[config.mk]
export PLATFORM = sky130hd
export DESIGN_NAME = i2s_tx_stereo_flat
export DESIGN_NICKNAME = d
export VERILOG_FILES = /design/src/rtl/i2s_pkg.sv /design/src/rtl/i2s_tx_stereo_if.sv /design/src/rtl/i2s_bclk_gen.sv /design/src/rtl/i2s_tx_stereo.sv /design/src/flat_wrapper.sv
export SDC_FILE = /design/constraint.sdc
export NUM_CORES = 1
export LEC_CHECK = 0
export CORE_MARGIN = 2
export CORE_UTILIZATION = 40
export CTS_BUF_LIST = sky130_fd_sc_hd__clkbuf_4 sky130_fd_sc_hd__clkbuf_8 sky130_fd_sc_hd__clkbuf_16
export DETAILED_ROUTE_END_ITERATION = 8
export DONT_BUFFER_PORTS = 1
export SLEW_MARGIN = 20
export SYNTH_ARGS = -nofsm -noshare
export SYNTH_HDL_FRONTEND = slang
export SYNTH_SLANG_ARGS = --single-unit
[constraint.sdc]
create_clock -name clk -period 2.8 [get_ports clk]
set_input_delay 0 -clock clk [delete_from_list [all_inputs] [get_ports clk]]
set_output_delay 0 -clock clk [all_outputs]
set_load 0.01 [all_outputs]
[src/rtl/i2s_pkg.sv]
// rtl/i2s_pkg.sv - shared constants and helpers for the stereo I2S transmitter
// Purpose: I2S_MODE encodings and the frame-length helper.
// Ports: none (package).
package i2s_pkg;

  localparam int MODE_LJ  = 0;  // left-justified: MSB coincides with the lrclk edge
  localparam int MODE_I2S = 1;  // Philips I2S: MSB one bclk after the lrclk edge

  // bclk cycles per stereo frame
  function automatic int frame_bits(input int slot_w);
    return 2 * slot_w;
  endfunction

endpackage

[src/rtl/i2s_tx_stereo_if.sv]
// rtl/i2s_tx_stereo_if.sv - sample-pair handshake between source and transmitter
// Purpose: groups the left/right sample bus with its valid/ready handshake.
// Ports: d_left, d_right (sample pair), valid (pair present), ready (transmitter can accept).
interface i2s_tx_stereo_if #(
  parameter int DATA_W = 16
);
  logic [DATA_W-1:0] d_left;
  logic [DATA_W-1:0] d_right;
  logic              valid;
  logic              ready;

  modport master (output d_left, output d_right, output valid, input ready);
  modport slave  (input d_left, input d_right, input valid, output ready);
endinterface

[src/rtl/i2s_bclk_gen.sv]
// rtl/i2s_bclk_gen.sv - bit-clock divider with edge strobes
// Purpose: divides clk by 2*CLK_DIV into bclk and flags the clk cycle on which bclk rises or falls.
// Ports: clk, reset (sync, active-high), enable (0 holds divider idle with bclk low),
//        bclk (bit clock), fall_evt / rise_evt (1-clk strobes, coincident with the bclk toggle).
module i2s_bclk_gen #(
  parameter int CLK_DIV = 4
) (
  input  logic clk,
  input  logic reset,
  input  logic enable,
  output logic bclk,
  output logic fall_evt,
  output logic rise_evt
);

  localparam int CW = (CLK_DIV > 1) ? $clog2(CLK_DIV) : 1;
  localparam logic [CW-1:0] TERM = CW'(CLK_DIV - 1);

  logic [CW-1:0] div_cnt;
  logic          terminal;

  assign terminal = enable && (div_cnt == TERM);
  // The strobes describe the toggle happening on this clk edge, so they key off the old bclk level.
  assign fall_evt = terminal && bclk;
  assign rise_evt = terminal && !bclk;

  always_ff @(posedge clk) begin
    if (reset || !enable) begin
      div_cnt <= '0;
      bclk    <= 1'b0;
    end else if (terminal) begin
      div_cnt <= '0;
      bclk    <= ~bclk;
    end else begin
      div_cnt <= div_cnt + 1'b1;
    end
  end

endmodule

[src/rtl/i2s_tx_stereo.sv]
// rtl/i2s_tx_stereo.sv - parametrised stereo PCM/I2S serial transmitter
// Purpose: buffers one left/right pair, frames it into two SLOT_W-bit slots and shifts it out MSB-first.
// Ports: clk, reset (sync, active-high), enable (0 idles the serial side),
//        s_if (sample-pair handshake, slave side), bclk, lrclk (0 left / 1 right), d_out (serial data),
//        done (1-clk pulse per frame load), underrun (1-clk pulse when a frame loads with no pair buffered).
module i2s_tx_stereo
  import i2s_pkg::*;
#(
  parameter int DATA_W   = 16,
  parameter int SLOT_W   = 32,
  parameter int CLK_DIV  = 4,
  parameter int I2S_MODE = MODE_I2S
) (
  input  logic clk,
  input  logic reset,
  input  logic enable,
  i2s_tx_stereo_if.slave s_if,
  output logic bclk,
  output logic lrclk,
  output logic d_out,
  output logic done,
  output logic underrun
);

  localparam int FRAME = frame_bits(SLOT_W);
  localparam int BW    = $clog2(FRAME);
  localparam logic [BW-1:0] LAST_BIT = BW'(FRAME - 1);

  logic              fall_evt;
  logic              bclk_rise_unused;
  logic [DATA_W-1:0] hold_l;
  logic [DATA_W-1:0] hold_r;
  logic              hold_full;
  logic              hold_full_nxt;
  logic              ready_q;
  logic [FRAME-1:0]  shifter;
  logic [FRAME-1:0]  frame_word;
  logic [BW-1:0]     bit_cnt;
  logic [BW-1:0]     bit_cnt_nxt;
  logic              wrap;
  logic              load;
  logic              write;
  logic              d_reg;

  i2s_bclk_gen #(.CLK_DIV(CLK_DIV)) u_bclk_gen (
    .clk      (clk),
    .reset    (reset),
    .enable   (enable),
    .bclk     (bclk),
    .fall_evt (fall_evt),
    .rise_evt (bclk_rise_unused)
  );

  assign wrap        = (bit_cnt == LAST_BIT);
  assign bit_cnt_nxt = wrap ? '0 : bit_cnt + 1'b1;
  assign load        = fall_evt && wrap;
  assign write       = s_if.valid && ready_q;
  assign s_if.ready  = ready_q;

  // Each sample sits at the top of its slot; the pad bits below it stay zero.
  assign frame_word = (FRAME'(hold_l) << (FRAME - DATA_W))
                    | (FRAME'(hold_r) << (SLOT_W - DATA_W));

  // A load sees the pre-write state, so a pair written on the load clk survives for the next frame.
  always_comb begin
    hold_full_nxt = hold_full;
    if (load)  hold_full_nxt = 1'b0;
    if (write) hold_full_nxt = 1'b1;
  end

  always_ff @(posedge clk) begin
    if (reset) begin
      hold_l    <= '0;
      hold_r    <= '0;
      hold_full <= 1'b0;
      ready_q   <= 1'b1;
      done      <= 1'b0;
      underrun  <= 1'b0;
      shifter   <= '0;
      bit_cnt   <= LAST_BIT;
      lrclk     <= 1'b0;
      d_reg     <= 1'b0;
    end else begin
      hold_full <= hold_full_nxt;
      ready_q   <= !hold_full_nxt;
      done      <= load;
      underrun  <= load && !hold_full;
      if (write) begin
        hold_l <= s_if.d_left;
        hold_r <= s_if.d_right;
      end
      if (!enable) begin
        shifter <= '0;
        bit_cnt <= LAST_BIT;
        lrclk   <= 1'b0;
        d_reg   <= 1'b0;
      end else if (fall_evt) begin
        bit_cnt <= bit_cnt_nxt;
        lrclk   <= (bit_cnt_nxt >= BW'(SLOT_W));
        // Captures the bit leaving the shifter, giving the one-bclk I2S delay.
        d_reg   <= shifter[FRAME-1];
        if (load) shifter <= hold_full ? frame_word : '0;
        else      shifter <= shifter << 1;
      end
    end
  end

  assign d_out = (I2S_MODE == MODE_I2S) ? d_reg : shifter[FRAME-1];

endmodule

[src/flat_wrapper.sv]
// flat-port wrapper written by rule: the top's interface ports become plain ports
module i2s_tx_stereo_flat import i2s_pkg::*;
#(
  parameter int DATA_W   = 16,
  parameter int SLOT_W   = 32,
  parameter int CLK_DIV  = 4,
  parameter int I2S_MODE = MODE_I2S
)
  (clk, reset, enable, bclk, lrclk, d_out, done, underrun, s_if_d_left, s_if_d_right, s_if_valid, s_if_ready);
  i2s_tx_stereo_if #(.DATA_W(DATA_W)) s_if_i ();
  input  logic clk;
  input  logic reset;
  input  logic enable;
  output logic bclk;
  output logic lrclk;
  output logic d_out;
  output logic done;
  output logic underrun;
  input wire logic [$bits(s_if_i.d_left)-1:0] s_if_d_left;
  input wire logic [$bits(s_if_i.d_right)-1:0] s_if_d_right;
  input wire logic [$bits(s_if_i.valid)-1:0] s_if_valid;
  output wire logic [$bits(s_if_i.ready)-1:0] s_if_ready;
  assign s_if_i.d_left = s_if_d_left;
  assign s_if_i.d_right = s_if_d_right;
  assign s_if_i.valid = s_if_valid;
  assign s_if_ready = s_if_i.ready;
  i2s_tx_stereo #(.DATA_W(DATA_W), .SLOT_W(SLOT_W), .CLK_DIV(CLK_DIV), .I2S_MODE(I2S_MODE)) u_core (.clk(clk), .reset(reset), .enable(enable), .s_if(s_if_i), .bclk(bclk), .lrclk(lrclk), .d_out(d_out), .done(done), .underrun(underrun));
endmodule
==> flow_metrics.py <==
metrics = {
    "floorplan": {
        "start_util_pct": 40.9,
        "io-pin-count": 42,
        "dieHeight_microns": 98.0,
        "core_area_sq_um": 8640,
        "rows": 34,
        "fp.dieArea_sq_um": 9610,
        "die_x_microns": 98.0,
    },
    "placed_design": {
        "post-dp-hpwl_microns": 4080,
        "routabilityCongestion": 0.729,
        "port_buffers": 0,
        "placed_area_sq_um": 3550,
    },
    "cts": {
        "cts_buffers": 9,
        "clockBufferDepth": 2,
        "cts.repair.resized": 0,
        "post_cts_buffers": 0,
        "cts_tree": "built",
        "insertion_delay_ns": 0.37,
        "cts_hold_buf": 55,
        "clk_pin_slew_ns": 0.10,
        "cts_root_buf": "clkbuf_8",
        "cts.sinks": 95,
        "htree_levels": 3,
    },
    "logic_synthesis": {
        "synthesis.area_per_instance_sq_um": 9.11,
        "yosysTopAreaCell": "dfxtp_1",
        "ys_ff_latch": 95,
        "synth_top_area_share_pct": 53.8,
        "yosys_warnings": 0,
        "syn_nets": 426,
        "synthMostInstantiatedCell": "dfxtp_1",
        "ys_async_sr_fraction_pct": 0,
        "synth_edf_count": 0,
        "synth.distinct_cells": 33,
        "syn_area_sq_um": 3540,
        "synth_ff_type": "dfxtp_1",
        "synth_area_leaders": "dfxtp_1 (54%), nand2_1 (9.7%), o2bb2ai_1 (7.7%)",
        "synth_commonest_cells": "dfxtp_1 (95), nand2_1 (91), a21oi_1 (52)",
        "synth_seq_area_share_pct": 53.8,
        "syn_inst": 388,
    },
    "drt": {
        "drcViolationCount": 0,
        "dr.pass1.iters": 4,
        "routed_via_density": 5.18,
        "vias": 2791,
        "wl_per_cell_microns": 13.3,
        "wirelength_microns": 7190,
        "antenna_left": 0,
        "drtIter0Drc": 137,
    },
    "worst_hold_path": {
        "holdPathStages": 4,
        "hp-class": "in2reg",
        "hp-start": "enable",
        "whs_endpoint": "u_core.d_out$_SDFFE_PP0N_",
    },
    "sta": {
        "setup_tns_ns": 0,
        "setup_violations": 0,
        "report.final.slew_viol_count": 0,
        "max_slew_margin_pct": 57.8,
        "fmax_ghz": 0.481,
        "min_period_over_period_pct": 74.3,
        "fin_skew_ns": 0.0144,
        "hold_viol_final": 0,
        "fin_hold_ws_ns": 0.109,
        "grt_setup_unrepaired": "no",
        "worstMarginPinSlew_ns": 0.631,
        "period_needed_ns": 2.08,
    },
    "pwr": {
        "p_int_mw": 1.79,
        "clkPwrFrac_pct": 34.6,
        "total_power_mw": 2.38,
        "peakVddDrop_v": 0.000417,
        "power_density_nw_per_um2": 554,
        "p_leak_nw": 1.48,
        "p_seq_share_pct": 58.9,
        "p_sw_mw": 0.587,
        "swShare_pct": 24.7,
        "combPwrFrac_pct": 6.5,
    },
    "global_route": {
        "grt_max_degree": 56,
        "grtUsageTotal_pct": 15.9,
        "overflow": 0,
        "grt_pass1_wl_microns": 12500,
        "grt_pass1_vias": 2664,
        "antenna_found_initial": 0,
    },
    "setup_path": {
        "timing_worst_setup_path_type": "reg2reg",
        "slowest_stage": "dlygate4sd3_1",
        "cp_top_family": "buffers and inverters",
        "reg2regPathDepth": 5,
        "r2r_slack_ns": 0.72,
        "arrival_ns": 2.40,
        "endpoint_kind": "flip-flop",
        "required_ns": 3.12,
        "crit_buf_inv": 2,
        "critPathMaxFanout": 17,
        "r2r-start": "u_core.s_if.ready$_SDFF_PP1_",
        "path_cells": "and2_1 > buf_4 > nand2_1 > a21oi_1 > dlygate4sd3_1",
        "start_kind": "flip-flop",
        "r2r_end": "u_core.hold_r[10]$_SDFFE_PP0P_",
        "slowest_delay_ns": 0.57,
    },
    "final_layout": {
        "fin_area_sq_um": 4300,
        "drive_gt1_share_pct": 6.96,
        "diodes": 0,
        "final_util_pct": 49.8,
        "area.growth.synth_to_final_pct": 21.5,
        "nNetsFinal": 464,
    },
    "status": {
        "status": "finished clean",
    },
    "flow_run": {
        "max_cap_viol_count": 0,
    },
}
worst max path at each step:
| stage | slack (ns) | startpoint | cells after the start | end |
|---|---|---|---|---|
| floorplan | 1.32 | u_core.bit_cnt[0]$_SDFFE_PP1N_ | 6 | u_core.shifter[17]$_SDFFE_PP0N_ |
| global placement | 0.99 | u_core.bit_cnt[0]$_SDFFE_PP1N_ | 6 | u_core.shifter[61]$_SDFFE_PP0N_ |
| detailed placement | 0.95 | u_core.u_bclk_gen.div_cnt[0]$_SDFF_PP0_ | 7 | u_core.shifter[59]$_SDFFE_PP0N_ |
| CTS | 0.70 | u_core.s_if.ready$_SDFF_PP1_ | 4 | u_core.hold_r[4]$_SDFFE_PP0P_ |
| global route | 0.54 | u_core.s_if.ready$_SDFF_PP1_ | 5 | u_core.hold_l[15]$_SDFFE_PP0P_ |
| finish | 0.72 | u_core.s_if.ready$_SDFF_PP1_ | 5 | u_core.hold_r[10]$_SDFFE_PP0P_ |
per-layer routing:
layer	routed length [microns]	GRT usage, %	vias up	share of wire (%)
met3	220	4.29	8	3.1
met1	3490	20.3	1287	48
met2	3390	25.8	41	47
li1	-	-	1455	-
met4	91	6.41	0	1.3
met5	0	0	-	0
worst min-delay path, cell delays in order:
cell and delay, ns:
nand3_2 0.06, buf_4 0.22, nand2_1 0.09, a21oi_1 0.05
cell usage in the layout (no fill, tap or decap), types with 2 or more instances in the layout:
cell type      count
nand2_1           90
o21ai_0            4
o2bb2ai_1         31
nand3_1           20
xor2_1             2
a22oi_1           31
ha_1               2
nor3_1             3
clkinvlp_4         3
clkbuf_8           9
and3_1             2
buf_4              6
nand3_2            2
nor2_1             2
a21o_1             3
dlygate4sd3_1     54
a21oi_1           52
dfxtp_1           95
registers in the layout, summed over array words and instances (netlist names):
name,flops
u_core.d_out,1
u_core.done,1
u_core.bit_cnt,6
u_core.s_if.ready,1
u_core.lrclk,1
u_core.u_bclk_gen.bclk,1
u_core.hold_r,16
u_core.hold_full,1
u_core.underrun,1
u_core.u_bclk_gen.div_cnt,2
u_core.hold_l,16
u_core.shifter,48
power by group through the flow:
| stage | registers [mW] | clock network, mW | logic (mW) |
|---|---|---|---|
| after detailed placement | 1.43 | 0 | 0.0802 |
| after global routing | 1.41 | 0.906 | 0.174 |
| after CTS | 1.40 | 0.851 | 0.153 |
| after global placement | 1.43 | 0 | 0.0786 |
| final | 1.40 | 0.824 | 0.155 |
| after floorplan | 1.43 | 0 | 0.0741 |
stage by stage:
step           setup slack (ns)  instances
6_report                  0.721        539
5_1_grt                   0.536        539
4_1_cts                   0.696        539
3_5_place_dp              0.947        468
3_3_place_gp              0.988        468
2_1_floorplan              1.32        388
cell type report:
type	count	area [sq um]
clock buffers	9	124
repair buffers	61	606
clock inverters	7	56.3
multi-input cells	259	1470
flip-flops and latches	95	1900
fillers	824	4340
well taps	108	135
cells by family after synthesis:
group,synth area share [%]
AOI/OAI and AO/OA,23.7
xor gates and xnor gates,0.743
adders and majority gates,0.708
buffers and inverters,4.81
DFF,53.8
and+or+nand+nor,16.2
Note: power is estimated with default switching activity, not from simulation.
